`config.mk`:
```
export PLATFORM = sky130hd
export DESIGN_NAME = buf_arbiter
export DESIGN_NICKNAME = d
export VERILOG_FILES = /design/src/rtl/buf_arbiter.sv
export SDC_FILE = /design/constraint.sdc
export NUM_CORES = 1
export LEC_CHECK = 0
export CAP_MARGIN = 15
export CORE_ASPECT_RATIO = 1.1
export CORE_UTILIZATION = 44
export DETAILED_ROUTE_END_ITERATION = 8
export GPL_ROUTABILITY_DRIVEN = 0
export MAX_ROUTING_LAYER = met4
export PLACE_DENSITY_LB_ADDON = 0.25
export SKIP_LAST_GASP = 1
export SLEW_MARGIN = 10
export SYNTH_ARGS = -nofsm -noshare
export SYNTH_HDL_FRONTEND = slang
export SYNTH_SLANG_ARGS = --single-unit
```
`constraint.sdc`:
```
create_clock -name CLK_I -period 4.29 [get_ports CLK_I]
set_input_delay 0.858 -clock CLK_I [delete_from_list [all_inputs] [get_ports CLK_I]]
set_output_delay 0.858 -clock CLK_I [all_outputs]
set_load 0.01 [all_outputs]
```
`src/rtl/buf_arbiter.sv`:
```
// ---------------------------------------------------------------------------
// buf_arbiter
//
// Purpose:
//   Shares one single-port buffer between two requesters: port A (Wishbone
//   side) and port B (SPI side). Each access runs IDLE -> ACCESS -> RESP, so
//   a request sampled in cycle 0 is acknowledged in cycle 2. Addresses at or
//   above DEPTH are not forwarded to the buffer; they complete with err=1
//   and rdata=0.
//
// Arbitration:
//   Default build: simultaneous requests are resolved round-robin (the port
//   not granted last wins; after reset B counts as last-granted, so A wins
//   first). Define BUF_ARB_FIXED_PRIO_EN to give port A fixed priority.
//
// Ports:
//   CLK_I, RST_I               clock, asynchronous active-high reset
//   a_req/b_req                request, held high until ack
//   a_we/b_we                  1 = write, 0 = read
//   a_addr/b_addr              word address
//   a_wdata/b_wdata            write data
//   a_ack/b_ack                one-cycle completion pulse
//   a_err/b_err                address error, valid with ack
//   a_rdata/b_rdata            read data, valid with ack, held until next ack
//   mem_en/mem_we/mem_addr/mem_wdata   buffer command (active in ACCESS only)
//   mem_rdata                  buffer read data, valid one cycle after mem_en
//   busy                       FSM not in IDLE
//
// Handshake: a requester raises req with we/addr/wdata stable and holds it
// until it sees ack; it drops req on the clock edge that ends the ack cycle.
// A req still high in the following IDLE cycle is treated as a new request.
// ---------------------------------------------------------------------------
module buf_arbiter #(
    parameter int DATA_W = 32,
    parameter int ADDR_W = 6,
    parameter int DEPTH  = 42
) (
    input  logic              CLK_I,
    input  logic              RST_I,
    input  logic              a_req,
    input  logic              a_we,
    input  logic [ADDR_W-1:0] a_addr,
    input  logic [DATA_W-1:0] a_wdata,
    output logic              a_ack,
    output logic              a_err,
    output logic [DATA_W-1:0] a_rdata,
    input  logic              b_req,
    input  logic              b_we,
    input  logic [ADDR_W-1:0] b_addr,
    input  logic [DATA_W-1:0] b_wdata,
    output logic              b_ack,
    output logic              b_err,
    output logic [DATA_W-1:0] b_rdata,
    output logic              mem_en,
    output logic              mem_we,
    output logic [ADDR_W-1:0] mem_addr,
    output logic [DATA_W-1:0] mem_wdata,
    input  logic [DATA_W-1:0] mem_rdata,
    output logic              busy
);

    typedef enum logic [1:0] {
        ST_IDLE   = 2'd0,
        ST_ACCESS = 2'd1,
        ST_RESP   = 2'd2
    } state_t;

    localparam logic [31:0] DEPTH_U = 32'(DEPTH);

    function automatic logic addr_legal(input logic [ADDR_W-1:0] addr);
        return (32'(addr) < DEPTH_U);
    endfunction

    state_t              state_q,   state_d;
    logic                win_b_q,   win_b_d;    // transaction owner: 1 = B
    logic                last_b_q,  last_b_d;   // last granted port: 1 = B
    logic                we_q,      we_d;
    logic [ADDR_W-1:0]   addr_q,    addr_d;
    logic [DATA_W-1:0]   wdata_q,   wdata_d;
    logic                legal_q,   legal_d;
    logic                mem_en_q,  mem_en_d;
    logic                mem_we_q,  mem_we_d;
    logic                a_ack_q,   a_ack_d;
    logic                b_ack_q,   b_ack_d;
    logic                a_err_q,   a_err_d;
    logic                b_err_q,   b_err_d;
    logic [DATA_W-1:0]   a_rdata_q, a_rdata_d;
    logic [DATA_W-1:0]   b_rdata_q, b_rdata_d;
    logic                rd_live_q, rd_live_d;  // RESP of a legal read

    // Winner selection; only meaningful when at least one req is high.
    logic                grant_b;
`ifdef BUF_ARB_FIXED_PRIO_EN
    assign grant_b = ~a_req;
`else
    assign grant_b = b_req & (~a_req | ~last_b_q);
`endif

    logic                sel_we;
    logic [ADDR_W-1:0]   sel_addr;
    logic [DATA_W-1:0]   sel_wdata;
    logic                sel_legal;

    assign sel_we    = grant_b ? b_we    : a_we;
    assign sel_addr  = grant_b ? b_addr  : a_addr;
    assign sel_wdata = grant_b ? b_wdata : a_wdata;
    assign sel_legal = addr_legal(sel_addr);

    always_comb begin
        state_d   = state_q;
        win_b_d   = win_b_q;
        last_b_d  = last_b_q;
        we_d      = we_q;
        addr_d    = addr_q;
        wdata_d   = wdata_q;
        legal_d   = legal_q;
        a_err_d   = a_err_q;
        b_err_d   = b_err_q;
        a_rdata_d = a_rdata_q;
        b_rdata_d = b_rdata_q;
        // Single-cycle strobes default low.
        mem_en_d  = 1'b0;
        mem_we_d  = 1'b0;
        a_ack_d   = 1'b0;
        b_ack_d   = 1'b0;
        rd_live_d = 1'b0;

        case (state_q)
            ST_IDLE: begin
                if (a_req || b_req) begin
                    state_d  = ST_ACCESS;
                    win_b_d  = grant_b;
                    last_b_d = grant_b;
                    we_d     = sel_we;
                    addr_d   = sel_addr;
                    wdata_d  = sel_wdata;
                    legal_d  = sel_legal;
                    // Buffer command is registered so it is high exactly
                    // during ACCESS.
                    mem_en_d = sel_legal;
                    mem_we_d = sel_legal & sel_we;
                end
            end
            ST_ACCESS: begin
                state_d   = ST_RESP;
                rd_live_d = legal_q & ~we_q;
                if (win_b_q) begin
                    b_ack_d = 1'b1;
                    b_err_d = ~legal_q;
                    if (!legal_q) b_rdata_d = '0;
                end else begin
                    a_ack_d = 1'b1;
                    a_err_d = ~legal_q;
                    if (!legal_q) a_rdata_d = '0;
                end
            end
            ST_RESP: begin
                state_d = ST_IDLE;
                // Hold the read word for the requester after the ack cycle.
                if (rd_live_q) begin
                    if (win_b_q) b_rdata_d = mem_rdata;
                    else         a_rdata_d = mem_rdata;
                end
            end
            default: state_d = ST_IDLE;
        endcase
    end

    always_ff @(posedge CLK_I or posedge RST_I) begin
        if (RST_I) begin
            state_q   <= ST_IDLE;
            win_b_q   <= 1'b0;
            last_b_q  <= 1'b1;
            we_q      <= 1'b0;
            addr_q    <= '0;
            wdata_q   <= '0;
            legal_q   <= 1'b0;
            mem_en_q  <= 1'b0;
            mem_we_q  <= 1'b0;
            a_ack_q   <= 1'b0;
            b_ack_q   <= 1'b0;
            a_err_q   <= 1'b0;
            b_err_q   <= 1'b0;
            a_rdata_q <= '0;
            b_rdata_q <= '0;
            rd_live_q <= 1'b0;
        end else begin
            state_q   <= state_d;
            win_b_q   <= win_b_d;
            last_b_q  <= last_b_d;
            we_q      <= we_d;
            addr_q    <= addr_d;
            wdata_q   <= wdata_d;
            legal_q   <= legal_d;
            mem_en_q  <= mem_en_d;
            mem_we_q  <= mem_we_d;
            a_ack_q   <= a_ack_d;
            b_ack_q   <= b_ack_d;
            a_err_q   <= a_err_d;
            b_err_q   <= b_err_d;
            a_rdata_q <= a_rdata_d;
            b_rdata_q <= b_rdata_d;
            rd_live_q <= rd_live_d;
        end
    end

    assign mem_en    = mem_en_q;
    assign mem_we    = mem_we_q;
    assign mem_addr  = addr_q;
    assign mem_wdata = wdata_q;
    assign a_ack     = a_ack_q;
    assign b_ack     = b_ack_q;
    assign a_err     = a_err_q;
    assign b_err     = b_err_q;
    assign busy      = (state_q != ST_IDLE);

    // The buffer word arrives in the ack cycle, so it is passed straight
    // through then and taken from the holding register afterwards.
    assign a_rdata = (rd_live_q && !win_b_q) ? mem_rdata : a_rdata_q;
    assign b_rdata = (rd_live_q &&  win_b_q) ? mem_rdata : b_rdata_q;

endmodule

```
==> metrics.txt, run 1 <==
initial drt markers 127; critical path's slowest cell nand2b_2; maximum clock insertion buffer count 2; Die X 111 um; pin count of the biggest net entering global routing 65; I/O Buffers 222; MaxCap Viol Count 0; VDD IR max 0.302 mV; Crit. End Element primary output; Worst path max stage delay 0.77 ns; Slew @ Worst Pin 0.916 ns; clock skew 0.0158 ns; failing checks DRC; register area 0.00288 mm^2; Critical Path RT 3.43 ns; final cycle utilization of the critical path 80.8%; CP startpoint kind flip-flop; Cells after Synth 417; RSZ-0062 raised after global routing no; core outline area 0.0128 mm^2; Area Overhead vs Synth 51.6%; Max FO, Critical Path 32; Yosys top cell area share 49.2%; CTS buffer count 17; residual DRC count 12; CP bufs+invs 1; Initial Utilization 45.5%; share of layout cells above drive strength 1 37.1%; first-pass GRT wire length 23700 um; drt pass-1 iters 6; Hold Vio Cnt, Final 0; Lkg Pwr 0.00386 uW; Synth area leaders dfrtp_1 (49%), mux2_2 (38%), and2_1 (3.5%), buf_6 (1.2%), buf_2 (0.95%); final core utilization 68.9%; Synth area leader dfrtp_1; max-slew headroom at the worst pin 38.7%; outcome finished with violations; Post-CTS Setup Repair Bufs 0; fin nets 753; commonest non-fill, non-tap cells in the layout clkdlybuf4s50_1 (222), mux2_2 (198), dfrtp_1 (114); ant diodes 0; chip height 122 um; CTS H-tree lvls 4; min cycle time layout 3.47 ns; fin worst setup slack 0.822 ns; pre-CTS setup slack 1.19 ns; vias in the first global route 4703; Max Slew Vio Count 0; clk root buf clkbuf_16; antenna-violating nets left 0; Crit Path Category flip-flop to primary output; Syn Std Cell Area 0.00580 mm^2; Clk Latency, worst-skew pair 0.41 ns; Mapped Avg Cell Area 13.9 um^2; Pwr Total 5750 uW; family with the most delay on the worst path simple AND/OR/NAND/NOR gates; Distinct cells, synth 36; Die Area 0.0136 mm^2; Async SR Flop Fraction 100%; Reg clk slew, reported paths 0.05 ns; PostCTS Resize Cnt 0; leading cell type in the layout, fill and taps excluded clkdlybuf4s50_1; DR WL/cell 18.2 um; via count 4170; Top Ports 223; CTS hold repair buffers 0; initial antenna violation count 0; Post-synth EDFFs 0; Synth Flop Type dfrtp_1; hold crit path type flip-flop to flip-flop; Final setup viols 0; Critical Path AT 2.61 ns; Synth Net Count 531; num rows 43; Synth Register Bits 115; register area share after synthesis 49.7%; Fmax achieved 0.288 GHz; GRT Total Usage 23.2%; synth warn 0; Cell Pwr Density 655 mW/mm^2; total gr overflow 0; # fillers 969; Multi-input gate area 0.00275 mm^2; Final HPWL DP 10300 um; Total Wirelength 14700 um; Vias/cell 5.15; setup TNS 0 ns; worst path cell trace nand2b_2 -> mux2_2 -> clkdlybuf4s50_1; CTS Sinks 115; CTS tree yes
==> area by class of cell <==
class / count / area share [%]
Sequential cell: 115 / 32.8
Multi-Input combinational cell: 271 / 31.3
Timing Repair Buffer: 227 / 26.3
Clock buffer: 22 / 5.28
Tap cell: 157 / 2.24
Clock inverter: 10 / 1.77
Inverter: 7 / 0.327
==> worst register-to-register path, stage by stage (launching register included) <==
cell	delay (ns)
dfrtp_1	0.44
nor2_1	0.28
o21ai_1	0.27
inv_2	0.67
mux2_2	0.45
==> metrics by stage <==
step / area [um^2] / cells / hold WS, ns
floorplan: 5800 / 417 / 0.409
global placement: 8110 / 775 / 0.428
detailed placement: 8110 / 775 / 0.439
CTS: 8730 / 807 / 0.454
global route: 8790 / 809 / 0.468
finish: 8790 / 809 / 0.441
==> registers in the layout (all words and copies together), names as in the netlist, 2 cells and up <==
register / count
a_rdata_q: 32
b_rdata_q: 32
mem_addr: 6
mem_wdata: 32
state_q: 2
==> final timing paths <==
path | from | to | slack (ns) | cells past startpoint
max in group asynchronous | RST_I | b_rdata_q[31]$_DFFE_PP0P_ | 2.39 | 3
min in group asynchronous | RST_I | mem_wdata[1]$_DFFE_PP0P_ | 0.95 | 2
max reg2reg | state_q[0]$_DFFE_PP0P_ | mem_wdata[12]$_DFFE_PP0P_ | 2.07 | 4
min | we_q$_DFFE_PP0P_ | rd_live_q$_DFF_PP0_ | 0.44 | 1
min reg2reg | we_q$_DFFE_PP0P_ | rd_live_q$_DFF_PP0_ | 0.44 | 1
max | win_b_q$_DFFE_PP0P_ | a_rdata[0] | 0.82 | 3
==> report_power, final <==
part	total, uW	leakage (uW)	internal [uW]	switching, uW
Clock	1480	0.000300	998	481
Combinational	2550	0.00208	1550	1010
Sequential	1720	0.00148	1490	233
Total	5750	0.00386	4030	1720
==> layer usage <==
metal / up-vias / track usage (%) / wire (um)
li1: 1938 / - / -
met1: 2064 / 25.9 / 5970
met2: 158 / 40.7 / 7580
met3: 10 / 6.77 / 1030
met4: 0 / 6.93 / 131
met5: - / - / 0
==> synthesized netlist by cell type (2+ instances only) <==
| master | n |
|---|---|
| buf_6 | 6 |
| mux2_2 | 198 |
| nand2b_1 | 2 |
| mux2_1 | 2 |
| o21ai_0 | 8 |
| buf_2 | 11 |
| dfrtp_1 | 114 |
| and2_1 | 32 |
| o31ai_1 | 2 |
| nor2_1 | 3 |
| nand2_1 | 2 |
| buf_4 | 3 |
| clkbuf_1 | 4 |
| nand3b_1 | 2 |
| inv_1 | 6 |
| mux2i_1 | 2 |
==> cells by family after synthesis <==
| logic type | share of synthesized area (%) |
|---|---|
| muxes | 39.2 |
| DFF | 49.7 |
| and+or+nand+nor | 5.01 |
| buffers and inverters | 3.22 |
| AOI/OAI and AO/OA | 2.91 |
No activity file was read; power rests on OpenSTA's default activity.
==> run 2: changes to the inputs <==
==> constraint.sdc (replaced) <==
create_clock -name CLK_I -period 3.4 [get_ports CLK_I]
set_input_delay 0.68 -clock CLK_I [delete_from_list [all_inputs] [get_ports CLK_I]]
set_output_delay 0.68 -clock CLK_I [all_outputs]
set_load 0.01 [all_outputs]
==> run 2 against run 1 <==
Against the previous run: the flow still finishes with violations (DRC); sequential power grew 26%; worst setup slack worse by 0.57 ns; via count is 1.2% higher; first-iteration DRC count grew 24%; critical path depth up 1; global-route usage down 0.34 points; largest power group unchanged; highest routed layer unchanged.
==> metrics.txt, run 2 (synthesis gave the netlist of run 1 again) <==
initial antenna violation count 0 (unchanged); DR WL/cell 17.6 um (-3.1%); Final HPWL DP 10100 um (-2.0%); antenna-violating nets left 0 (unchanged); RSZ-0062 raised after global routing no; Critical Path RT 2.72 ns (-0.71 ns); Lkg Pwr 0.00389 uW (+0.92%); Post-Layout Cell Count 814 (+0.62%); Area Overhead vs Synth 53.2%; outcome finished with violations; Critical Path AT 2.47 ns (-0.14 ns); fin nets 758 (+0.66%); setup TNS 0 ns (unchanged); Max Slew Vio Count 0 (unchanged); Cell Pwr Density 836 mW/mm^2 (+28%); Fmax achieved 0.318 GHz; CTS buffer count 17 (unchanged); min cycle time layout 3.15 ns; Top Ports 223 (unchanged); placed cells 782 (+0.90%); initial drt markers 157 (+24%); residual DRC count 10 (-2); Final setup viols 0 (unchanged); pin count of the biggest net entering global routing 91 (+40%); GRT Total Usage 22.9% (-0.34 points); Crit. End Element primary output; failing checks DRC; Clk Latency, worst-skew pair 0.40 ns (about the same); VDD IR max 0.410 mV (+35%); # fillers 939 (-3.1%); ant diodes 0 (unchanged); Die Area 0.0136 mm^2 (unchanged); MaxCap Viol Count 0 (unchanged); Hold Vio Cnt, Final 0 (unchanged); PostCTS Resize Cnt 0 (unchanged); maximum clock insertion buffer count 2 (unchanged); chip height 122 um (unchanged); CTS tree yes; drt pass-1 iters 8 (+2); clk root buf clkbuf_16; clock skew 0.0114 ns (-0.00437 ns); num rows 43 (unchanged); CP startpoint kind flip-flop; CTS H-tree lvls 4 (unchanged); R2R setup slack 1.17 ns (-0.90 ns); Crit Path Category flip-flop to primary output; core outline area 0.0128 mm^2 (unchanged); Pwr Total 7430 uW (+29%); first-pass GRT wire length 23400 um (-1.5%); via count 4222 (+1.2%); CTS hold repair buffers 0 (unchanged); Reg clk slew, reported paths 0.05 ns (about the same); Slew @ Worst Pin 0.823 ns (-0.0938 ns); vias in the first global route 4525 (-3.8%); Die X 111 um (unchanged); max-slew headroom at the worst pin 45.1% (+6.4 points); Max FO, Critical Path 20 (-38%); Post-CTS Setup Repair Bufs 0 (unchanged); Initial Utilization 45.5% (unchanged); Total Wirelength 14300 um (-2.5%); final core utilization 69.6% (+0.73 points); I/O Buffers 222 (unchanged); CTS Sinks 115 (unchanged); leading cell type in the layout, fill and taps excluded clkdlybuf4s50_1; commonest non-fill, non-tap cells in the layout clkdlybuf4s50_1 (222), mux2_2 (198), dfrtp_1 (114); hold crit path type flip-flop to flip-flop; final cycle utilization of the critical path 92.5%; total gr overflow 0 (unchanged); Vias/cell 5.19 (+0.63%); share of layout cells above drive strength 1 38.1% (+0.94 points)
[run 2: area by class of cell]
cell class / instances / area (um^2) / share of cell area (%)
Sequential cell: 115 / 2880 / 32.4
Clock inverter: 12 / 226 / 2.55
Tap cell: 157 / 196 / 2.21
Multi-Input combinational cell: 271 / 2750 / 30.9
Clock buffer: 20 / 467 / 5.26
Inverter: 7 / 30.0 / 0.338
Timing Repair Buffer: 232 / 2330 / 26.3
[run 2: power by group]
group | switching (uW) | leakage [uW] | internal [uW] | total, uW
clock network | 631 | 0.000321 | 1430 | 2060
logic | 1250 | 0.00209 | 1940 | 3190
registers | 292 | 0.00148 | 1880 | 2170
total | 2170 | 0.00389 | 5250 | 7430
[run 2: worst max-delay path, cell delays in order (launching register included)]
cell	delay (ns)
dfrtp_1	0.54
nand2b_2	0.45
buf_12	0.23
mux2_2	0.35
clkdlybuf4s50_1	0.48
[run 2: worst paths after layout]
path                                              from                  endpoint  depth (start not counted)
worst min-delay path                  we_q$_DFFE_PP0P_       rd_live_q$_DFF_PP0_                          1
worst min register to register        we_q$_DFFE_PP0P_       rd_live_q$_DFF_PP0_                          1
min in group asynchronous                        RST_I  b_rdata_q[5]$_DFFE_PP0P_                          2
worst max-delay path               win_b_q$_DFFE_PP0P_               a_rdata[15]                          4
max in group asynchronous                        RST_I      last_b_q$_DFFE_PP1P_                          3
worst max register to register  state_q[0]$_DFFE_PP0P_  mem_wdata[8]$_DFFE_PP0P_                          4
[run 2: stage by stage]
stage / worst slack (ns) / hold slack, ns / instance area (um^2)
final: 0.255 / 0.453 / 8880
after global routing: 0.125 / 0.475 / 8880
after CTS: 0.215 / 0.457 / 8880
after detailed placement: 0.624 / 0.444 / 8190
after global placement: 0.658 / 0.438 / 8190
after floorplan: 1.32 / 0.409 / 5800
[run 2: routing by layer]
layer	vias to the layer above	share of wire, %	wire length [um]	GRT usage (%)
met5	-	0	0	-
met4	0	1.9	273	8.78
met3	23	6.4	916	6.67
met2	160	52	7440	39.2
met1	2077	40	5720	25.5
li1	1962	-	-	-
==> run 3: changes to the inputs <==
--- a/config.mk
+++ b/config.mk
@@ -5,7 +5,7 @@
 export SDC_FILE = /design/constraint.sdc
 export NUM_CORES = 1
 export LEC_CHECK = 0
-export CAP_MARGIN = 15
+export CAP_MARGIN = 20
 export CORE_ASPECT_RATIO = 1.1
 export CORE_UTILIZATION = 44
 export DETAILED_ROUTE_END_ITERATION = 8
==> results of run 3 <==
Final layout, timing and power as in run 2 (identical DEF).
